### config.mk
export PLATFORM = sky130hd
export DESIGN_NAME = icache_fill_controller_flat
export DESIGN_NICKNAME = d
export VERILOG_FILES = /design/src/rtl/icache_pkg.sv /design/src/rtl/icache_fill_controller_if.sv /design/src/rtl/icache_word_counter.sv /design/src/rtl/icache_fill_controller.sv /design/src/flat_wrapper.sv
export SDC_FILE = /design/constraint.sdc
export NUM_CORES = 1
export LEC_CHECK = 0
export CELL_PAD_IN_SITES_DETAIL_PLACEMENT = 2
export CELL_PAD_IN_SITES_GLOBAL_PLACEMENT = 2
export CORE_MARGIN = 2
export CORE_UTILIZATION = 22
export CTS_BUF_LIST = sky130_fd_sc_hd__clkbuf_4 sky130_fd_sc_hd__clkbuf_8 sky130_fd_sc_hd__clkbuf_16
export DETAILED_ROUTE_END_ITERATION = 10
export PLACE_DENSITY_LB_ADDON = 0.08
export SYNTH_ARGS = -nofsm -noshare
export SYNTH_HDL_FRONTEND = slang
export SYNTH_SLANG_ARGS = --single-unit
### constraint.sdc
create_clock -name clk -period 1.7 [get_ports clk]
set_input_delay 0.34 -clock clk [delete_from_list [all_inputs] [get_ports clk]]
set_output_delay 0.34 -clock clk [all_outputs]
set_load 0.05 [all_outputs]
### src/rtl/icache_pkg.sv
// Shared types and constants for the instruction-cache fill engine.
package icache_pkg;

  localparam int ICACHE_BLOCKSIZE = 4;
  localparam int ICACHE_OFFBITS   = $clog2(ICACHE_BLOCKSIZE);

  typedef enum logic [1:0] {IDLE, FILL, DONE} fill_state_t;

  typedef enum logic {WAY1 = 1'b0, WAY2 = 1'b1} way_sel_t;

  // Invalid ways are filled first; otherwise replace the way not filled most recently.
  function automatic way_sel_t pickVictim(input logic w1v, input logic w2v, input logic lru);
    if (!w1v)     return WAY1;
    else if (!w2v) return WAY2;
    else if (lru) return WAY1;
    else          return WAY2;
  endfunction

endpackage

### src/rtl/icache_fill_controller_if.sv
// Pipeline, cache-memory and AHB-lite signals seen by the fill controller.
interface icache_fill_controller_if
  import icache_pkg::*;
#(
  parameter int OFFBITS = ICACHE_OFFBITS
);
  logic               Req;
  logic [31:0]        A;
  logic               W1Hit;
  logic               W2Hit;
  logic               W1V;
  logic               W2V;
  logic               CurrLRU;
  logic               HReady;
  logic [31:0]        ANew;
  logic [OFFBITS-1:0] WordOffset;
  logic               W1WE;
  logic               W2WE;
  logic [31:0]        HAddr;
  logic               HRequest;
  logic               Stall;

  modport master (
    input  Req, A, W1Hit, W2Hit, W1V, W2V, CurrLRU, HReady,
    output ANew, WordOffset, W1WE, W2WE, HAddr, HRequest, Stall
  );

  modport slave (
    output Req, A, W1Hit, W2Hit, W1V, W2V, CurrLRU, HReady,
    input  ANew, WordOffset, W1WE, W2WE, HAddr, HRequest, Stall
  );
endinterface

### src/rtl/icache_word_counter.sv
// Wrapping word-offset counter for a line fill; o_done flags the enable that writes the last word.
module icache_word_counter #(
  parameter int BLOCKSIZE = 4,
  localparam int OFFBITS  = $clog2(BLOCKSIZE)
) (
  input  logic               clk,
  input  logic               reset,
  input  logic               i_load,
  input  logic [OFFBITS-1:0] i_loadVal,
  input  logic               i_en,
  output logic [OFFBITS-1:0] o_cnt,
  output logic               o_done
);

  logic [OFFBITS-1:0] r_cnt;
  logic [OFFBITS-1:0] r_wordsDone;

  // BLOCKSIZE is a power of two, so natural overflow gives the modulo wrap.
  always_ff @(posedge clk or posedge reset) begin
    if (reset) begin
      r_cnt       <= '0;
      r_wordsDone <= '0;
    end else if (i_load) begin
      r_cnt       <= i_loadVal;
      r_wordsDone <= '0;
    end else if (i_en) begin
      r_cnt       <= r_cnt + 1'b1;
      r_wordsDone <= r_wordsDone + 1'b1;
    end
  end

  assign o_cnt  = r_cnt;
  assign o_done = i_en && (r_wordsDone == OFFBITS'(BLOCKSIZE - 1));

endmodule

### src/rtl/icache_fill_controller.sv
// Miss handler for the 2-way icache: stalls fetch, bursts a line over AHB-lite into the victim way.
// Optional: ICACHE_CRITICAL_WORD_FIRST_EN starts the burst at the missed word and wraps.
module icache_fill_controller
  import icache_pkg::*;
#(
  parameter int BLOCKSIZE = ICACHE_BLOCKSIZE,
  localparam int OFFBITS  = $clog2(BLOCKSIZE)
) (
  input  logic                      clk,
  input  logic                      reset,
  icache_fill_controller_if.master  bus
);

  fill_state_t        r_state;
  logic [31:0]        r_missAddr;
  way_sel_t           r_victim;
  logic               r_hRequest;

  logic               w_miss;
  logic               w_load;
  logic               w_fillEn;
  logic               w_lastWord;
  logic [OFFBITS-1:0] w_cnt;
  logic [OFFBITS-1:0] w_startWord;
  logic [31:0]        w_fillAddr;

  assign w_miss   = bus.Req && !bus.W1Hit && !bus.W2Hit;
  assign w_load   = (r_state == IDLE) && w_miss;
  assign w_fillEn = (r_state == FILL) && bus.HReady;

`ifdef ICACHE_CRITICAL_WORD_FIRST_EN
  assign w_startWord = bus.A[OFFBITS+1:2];
`else
  assign w_startWord = '0;
`endif

  icache_word_counter #(.BLOCKSIZE(BLOCKSIZE)) u_counter (
    .clk       (clk),
    .reset     (reset),
    .i_load    (w_load),
    .i_loadVal (w_startWord),
    .i_en      (w_fillEn),
    .o_cnt     (w_cnt),
    .o_done    (w_lastWord)
  );

  assign w_fillAddr = {r_missAddr[31:OFFBITS+2], w_cnt, 2'b00};

  // The bus request is registered: raised on the miss edge, dropped when the last word lands.
  always_ff @(posedge clk or posedge reset) begin
    if (reset) begin
      r_state    <= IDLE;
      r_missAddr <= '0;
      r_victim   <= WAY1;
      r_hRequest <= 1'b0;
    end else begin
      case (r_state)
        IDLE: begin
          if (w_miss) begin
            r_state    <= FILL;
            r_missAddr <= bus.A;
            r_victim   <= pickVictim(bus.W1V, bus.W2V, bus.CurrLRU);
            r_hRequest <= 1'b1;
          end
        end
        FILL: begin
          if (w_lastWord) begin
            r_state    <= DONE;
            r_hRequest <= 1'b0;
          end
        end
        DONE: r_state <= IDLE;
        default: begin
          r_state    <= IDLE;
          r_hRequest <= 1'b0;
        end
      endcase
    end
  end

  // Write enables and addressing must track HReady in the same cycle the data is on the bus.
  always_comb begin
    bus.ANew       = bus.A;
    bus.WordOffset = bus.A[OFFBITS+1:2];
    bus.HAddr      = '0;
    bus.Stall      = w_miss;
    bus.W1WE       = 1'b0;
    bus.W2WE       = 1'b0;
    case (r_state)
      FILL: begin
        bus.ANew       = w_fillAddr;
        bus.WordOffset = w_cnt;
        bus.HAddr      = w_fillAddr;
        bus.Stall      = 1'b1;
        bus.W1WE       = w_fillEn && (r_victim == WAY1);
        bus.W2WE       = w_fillEn && (r_victim == WAY2);
      end
      DONE: begin
        bus.ANew       = r_missAddr;
        bus.WordOffset = r_missAddr[OFFBITS+1:2];
        bus.Stall      = 1'b1;
      end
      default: ;
    endcase
  end

  assign bus.HRequest = r_hRequest;

endmodule

### src/flat_wrapper.sv
// flat-port wrapper written by rule: the top's interface ports become plain ports
module icache_fill_controller_flat import icache_pkg::*;
#(
  parameter int BLOCKSIZE = ICACHE_BLOCKSIZE,
  localparam int OFFBITS  = $clog2(BLOCKSIZE)
)
  (clk, reset, bus_Req, bus_A, bus_W1Hit, bus_W2Hit, bus_W1V, bus_W2V, bus_CurrLRU, bus_HReady, bus_ANew, bus_WordOffset, bus_W1WE, bus_W2WE, bus_HAddr, bus_HRequest, bus_Stall);
  icache_fill_controller_if bus_i ();
  input  logic clk;
  input  logic reset;
  input wire logic [$bits(bus_i.Req)-1:0] bus_Req;
  input wire logic [$bits(bus_i.A)-1:0] bus_A;
  input wire logic [$bits(bus_i.W1Hit)-1:0] bus_W1Hit;
  input wire logic [$bits(bus_i.W2Hit)-1:0] bus_W2Hit;
  input wire logic [$bits(bus_i.W1V)-1:0] bus_W1V;
  input wire logic [$bits(bus_i.W2V)-1:0] bus_W2V;
  input wire logic [$bits(bus_i.CurrLRU)-1:0] bus_CurrLRU;
  input wire logic [$bits(bus_i.HReady)-1:0] bus_HReady;
  output wire logic [$bits(bus_i.ANew)-1:0] bus_ANew;
  output wire logic [$bits(bus_i.WordOffset)-1:0] bus_WordOffset;
  output wire logic [$bits(bus_i.W1WE)-1:0] bus_W1WE;
  output wire logic [$bits(bus_i.W2WE)-1:0] bus_W2WE;
  output wire logic [$bits(bus_i.HAddr)-1:0] bus_HAddr;
  output wire logic [$bits(bus_i.HRequest)-1:0] bus_HRequest;
  output wire logic [$bits(bus_i.Stall)-1:0] bus_Stall;
  assign bus_i.Req = bus_Req;
  assign bus_i.A = bus_A;
  assign bus_i.W1Hit = bus_W1Hit;
  assign bus_i.W2Hit = bus_W2Hit;
  assign bus_i.W1V = bus_W1V;
  assign bus_i.W2V = bus_W2V;
  assign bus_i.CurrLRU = bus_CurrLRU;
  assign bus_i.HReady = bus_HReady;
  assign bus_ANew = bus_i.ANew;
  assign bus_WordOffset = bus_i.WordOffset;
  assign bus_W1WE = bus_i.W1WE;
  assign bus_W2WE = bus_i.W2WE;
  assign bus_HAddr = bus_i.HAddr;
  assign bus_HRequest = bus_i.HRequest;
  assign bus_Stall = bus_i.Stall;
  icache_fill_controller #(.BLOCKSIZE(BLOCKSIZE)) u_core (.clk(clk), .reset(reset), .bus(bus_i));
endmodule
==> qor.txt <==
Status: finished with violations
Failing checks: negative setup slack
Max cap viols: 0
Drt drc: 0
Synth warn: 0
Crit path DAT: 1.78 ns
Area occupied by registers: 1000 sq um
Hold Violations, Final: 0
Fin. max-slew vios: 0
Final antenna-violating net count: 0
Root Buffer: clkbuf_8
Slowest cell on crit path: dfrtp_1
Crit Path Class: register to primary output
IO Count: 111
Syn Std Cell Area: 2460 sq um
Layout net count: 444
Hold_buf cts: 0
Post-synthesis instance total: 252
Avg WL per Cell: 19.4 um
DIE AREA: 12,000 sq um
Top cell type's share of synthesized area: 40.7%
CP Capture Type: primary output
Grt total ovfl: 0
CP most frequent cell: buf_12
Fill cell total of the finished layout: 1,019
Vias in the first global route: 2,646
# clock sinks: 40
Post-DP HPWL: 6650 um
Pre-Repair DR Iteration Count: 4
CP Cell Sequence: inv_2 -> ha_4 -> o21a_4 -> buf_12 -> nand2_4 -> o21ai_4 -> buf_12
Die Y-Extent: 110 um
Yosys cell types: 26
Synth top area cells: dfrtp_1 41%, mux2_4 16%, and2_1 7.6%
Unrepaired setup endpoints after global routing: true
Period minus WS final: 2.12 ns
Setup-failing EPs final: 70
Clk_skew: 0.00386 ns
PnR worst setup slack: -0.420 ns
Clock Latency Late Sink: 0.30 ns
Worst stage delay on the critical path: 0.39 ns
Crit-path leading delay family: buffers and inverters
Post-route clock period utilization: 125%
Layout area overhead: 136%
DR iter-0 viols: 68
Final core occ: 53.2%
Pin count of the biggest net entering global routing: 41
HP Class: input port to asynchronous set/reset pin
Synth area leader: dfrtp_1
Worst EP required: 1.36 ns
Port bufs: 108
#FFs+latches synth: 40
CTS tree: built
Antenna cells: 0
Via count: 2,363
Clock transition at path regs: 0.08 ns
Crit path buf inv count: 3
Vias/cell: 4.39
Initial antenna violation count: 0
Most frequent cells in the layout: 78 x buf_12, 40 x dfrtp_1, 37 x clkdlybuf4s50_1, 31 x inv_1
Max Clock Freq: 0.472 GHz
Ratio of cells with drive above 1 in the final layout: 67.1%
Critical-path maximum fanout: 8
Initial core utilization: 22.6%
Critical path startpoint category: register
Rows: 38
Inserted Clock Buffers: 5
Post-Syn Area per Cell: 9.75 sq um
Wirelength, routed: 10,400 um
Share of the yosys chip area belonging to registers: 40.7%
GP Congestion: 0.674
Die Width: 110 um
CTS H-tree lvls: 2
Core footprint: 10,900 sq um
First-pass GRT wire length: 15,500 um
Area taken by multi-input logic gates: 1970 sq um
Most common cell after layout, fill and taps aside: buf_12
CTS Buffer Depth: 2
Overall global routing resource usage: 17.2%
## area by class of cell
cell class / count / area share (%)
Clock buffer: 6 / 1.32
Clock inverter: 1 / 0.0865
Inverter: 34 / 2.20
Multi-Input combinational cell: 161 / 34.0
Sequential cell: 40 / 17.3
Tap cell: 140 / 3.03
Timing Repair Buffer: 156 / 42.1
## timing repair
| item | in CTS | in global routing |
|---|---|---|
| setup buffers | 4 | 11 |
| setup endpoints to repair | 70 | 92 |
| pin swaps | 10 | 11 |
| gates cloned | 4 | 4 |
| gates resized for setup | 57 | 27 |
| hold endpoints to repair | 0 | 0 |
## Yosys cell counts
cell and n:
nor2_8 1, buf_4 4, nand3_1 4, o21a_1 2, and3_1 1, mux2_2 8
xor2_1 3, clkbuf_2 1, or3b_4 1, and2_1 30, or2b_1 1, a21oi_1 6
dfrtp_1 40, o21ai_0 31, mux2_4 26, inv_1 34, o32a_1 1, buf_12 3
nor3_1 1, clkbuf_1 6, conb_1 1, a21boi_0 2, buf_2 4, nand2_1 30
nor2_1 6, ha_1 5
## worst register-to-register path: cells and delay by family, from the launching register on
family	cells	cell delay, ns
buffers and inverters	6	0.75
AOI/OAI and AO/OA	2	0.33
DFF	1	0.41
adders and majority gates	1	0.17
and+or+nand+nor	1	0.16
## metrics by stage
stage | cell area (sq um) | setup slack, ns | instances | hold WS (ns) | setup TNS [ns]
4_1_cts | 5520 | -0.426 | 525 | 0.407 | -23.65
3_3_place_gp | 5150 | -0.324 | 510 | 0.500 | -14.58
6_report | 5790 | -0.420 | 538 | 0.389 | -23.68
5_1_grt | 5790 | -0.509 | 538 | 0.432 | -27.92
3_5_place_dp | 5150 | -0.333 | 510 | 0.508 | -15.66
2_1_floorplan | 3170 | -0.248 | 253 | 0.482 | -5.01
## final timing paths
check	startpoint	slack, ns	to	cells after the start
min in group clk	u_core.bus.HRequest	0.51	u_core.bus.HRequest	1
max	u_core.r_state[0]	-0.42	bus_ANew[17]	7
min	reset	0.39	u_core.r_missAddr[0]	3
max in group asynchronous	reset	1.09	u_core.r_missAddr[15]	3
min reg2reg	u_core.bus.HRequest	0.51	u_core.bus.HRequest	1
max reg2reg	u_core.r_state[0]	-0.17	u_core.bus.HRequest	10
## state kept, by name (all words and copies together), names as in the netlist
signal	flops
u_core.r_missAddr	32
u_core.r_victim	1
u_core.r_state	2
u_core.u_counter.r_wordsDone	2
u_core.bus.HRequest	1
u_core.u_counter.o_cnt	2
## routing by layer
layer	wire length (um)	vias up	track usage, %	share of wire [%]
met1	4380	1194	22.4	42
met2	5490	65	29.2	53
met3	496	5	3.68	4.8
met5	0	-	0	0
met4	72	0	3.80	0.69
li1	-	1099	-	-
## kinds of logic (layout without fill, tap and decap cells)
kind of cell,count (synthesis),after routing,share of synthesized area (%)
xor gates and xnor gates,3,3,1.07
adders and majority gates,5,5,2.55
buffers and inverters,52,197,10.8
other,1,2,0.153
and+or+nand+nor,75,75,16.0
AOI/OAI and AO/OA,42,42,9.16
DFF,40,40,40.7
muxes,34,34,19.6
Power is left out: the tool's default activity adds up to more than one toggle a clock period on the data nets, which glitch-free logic cannot reach.
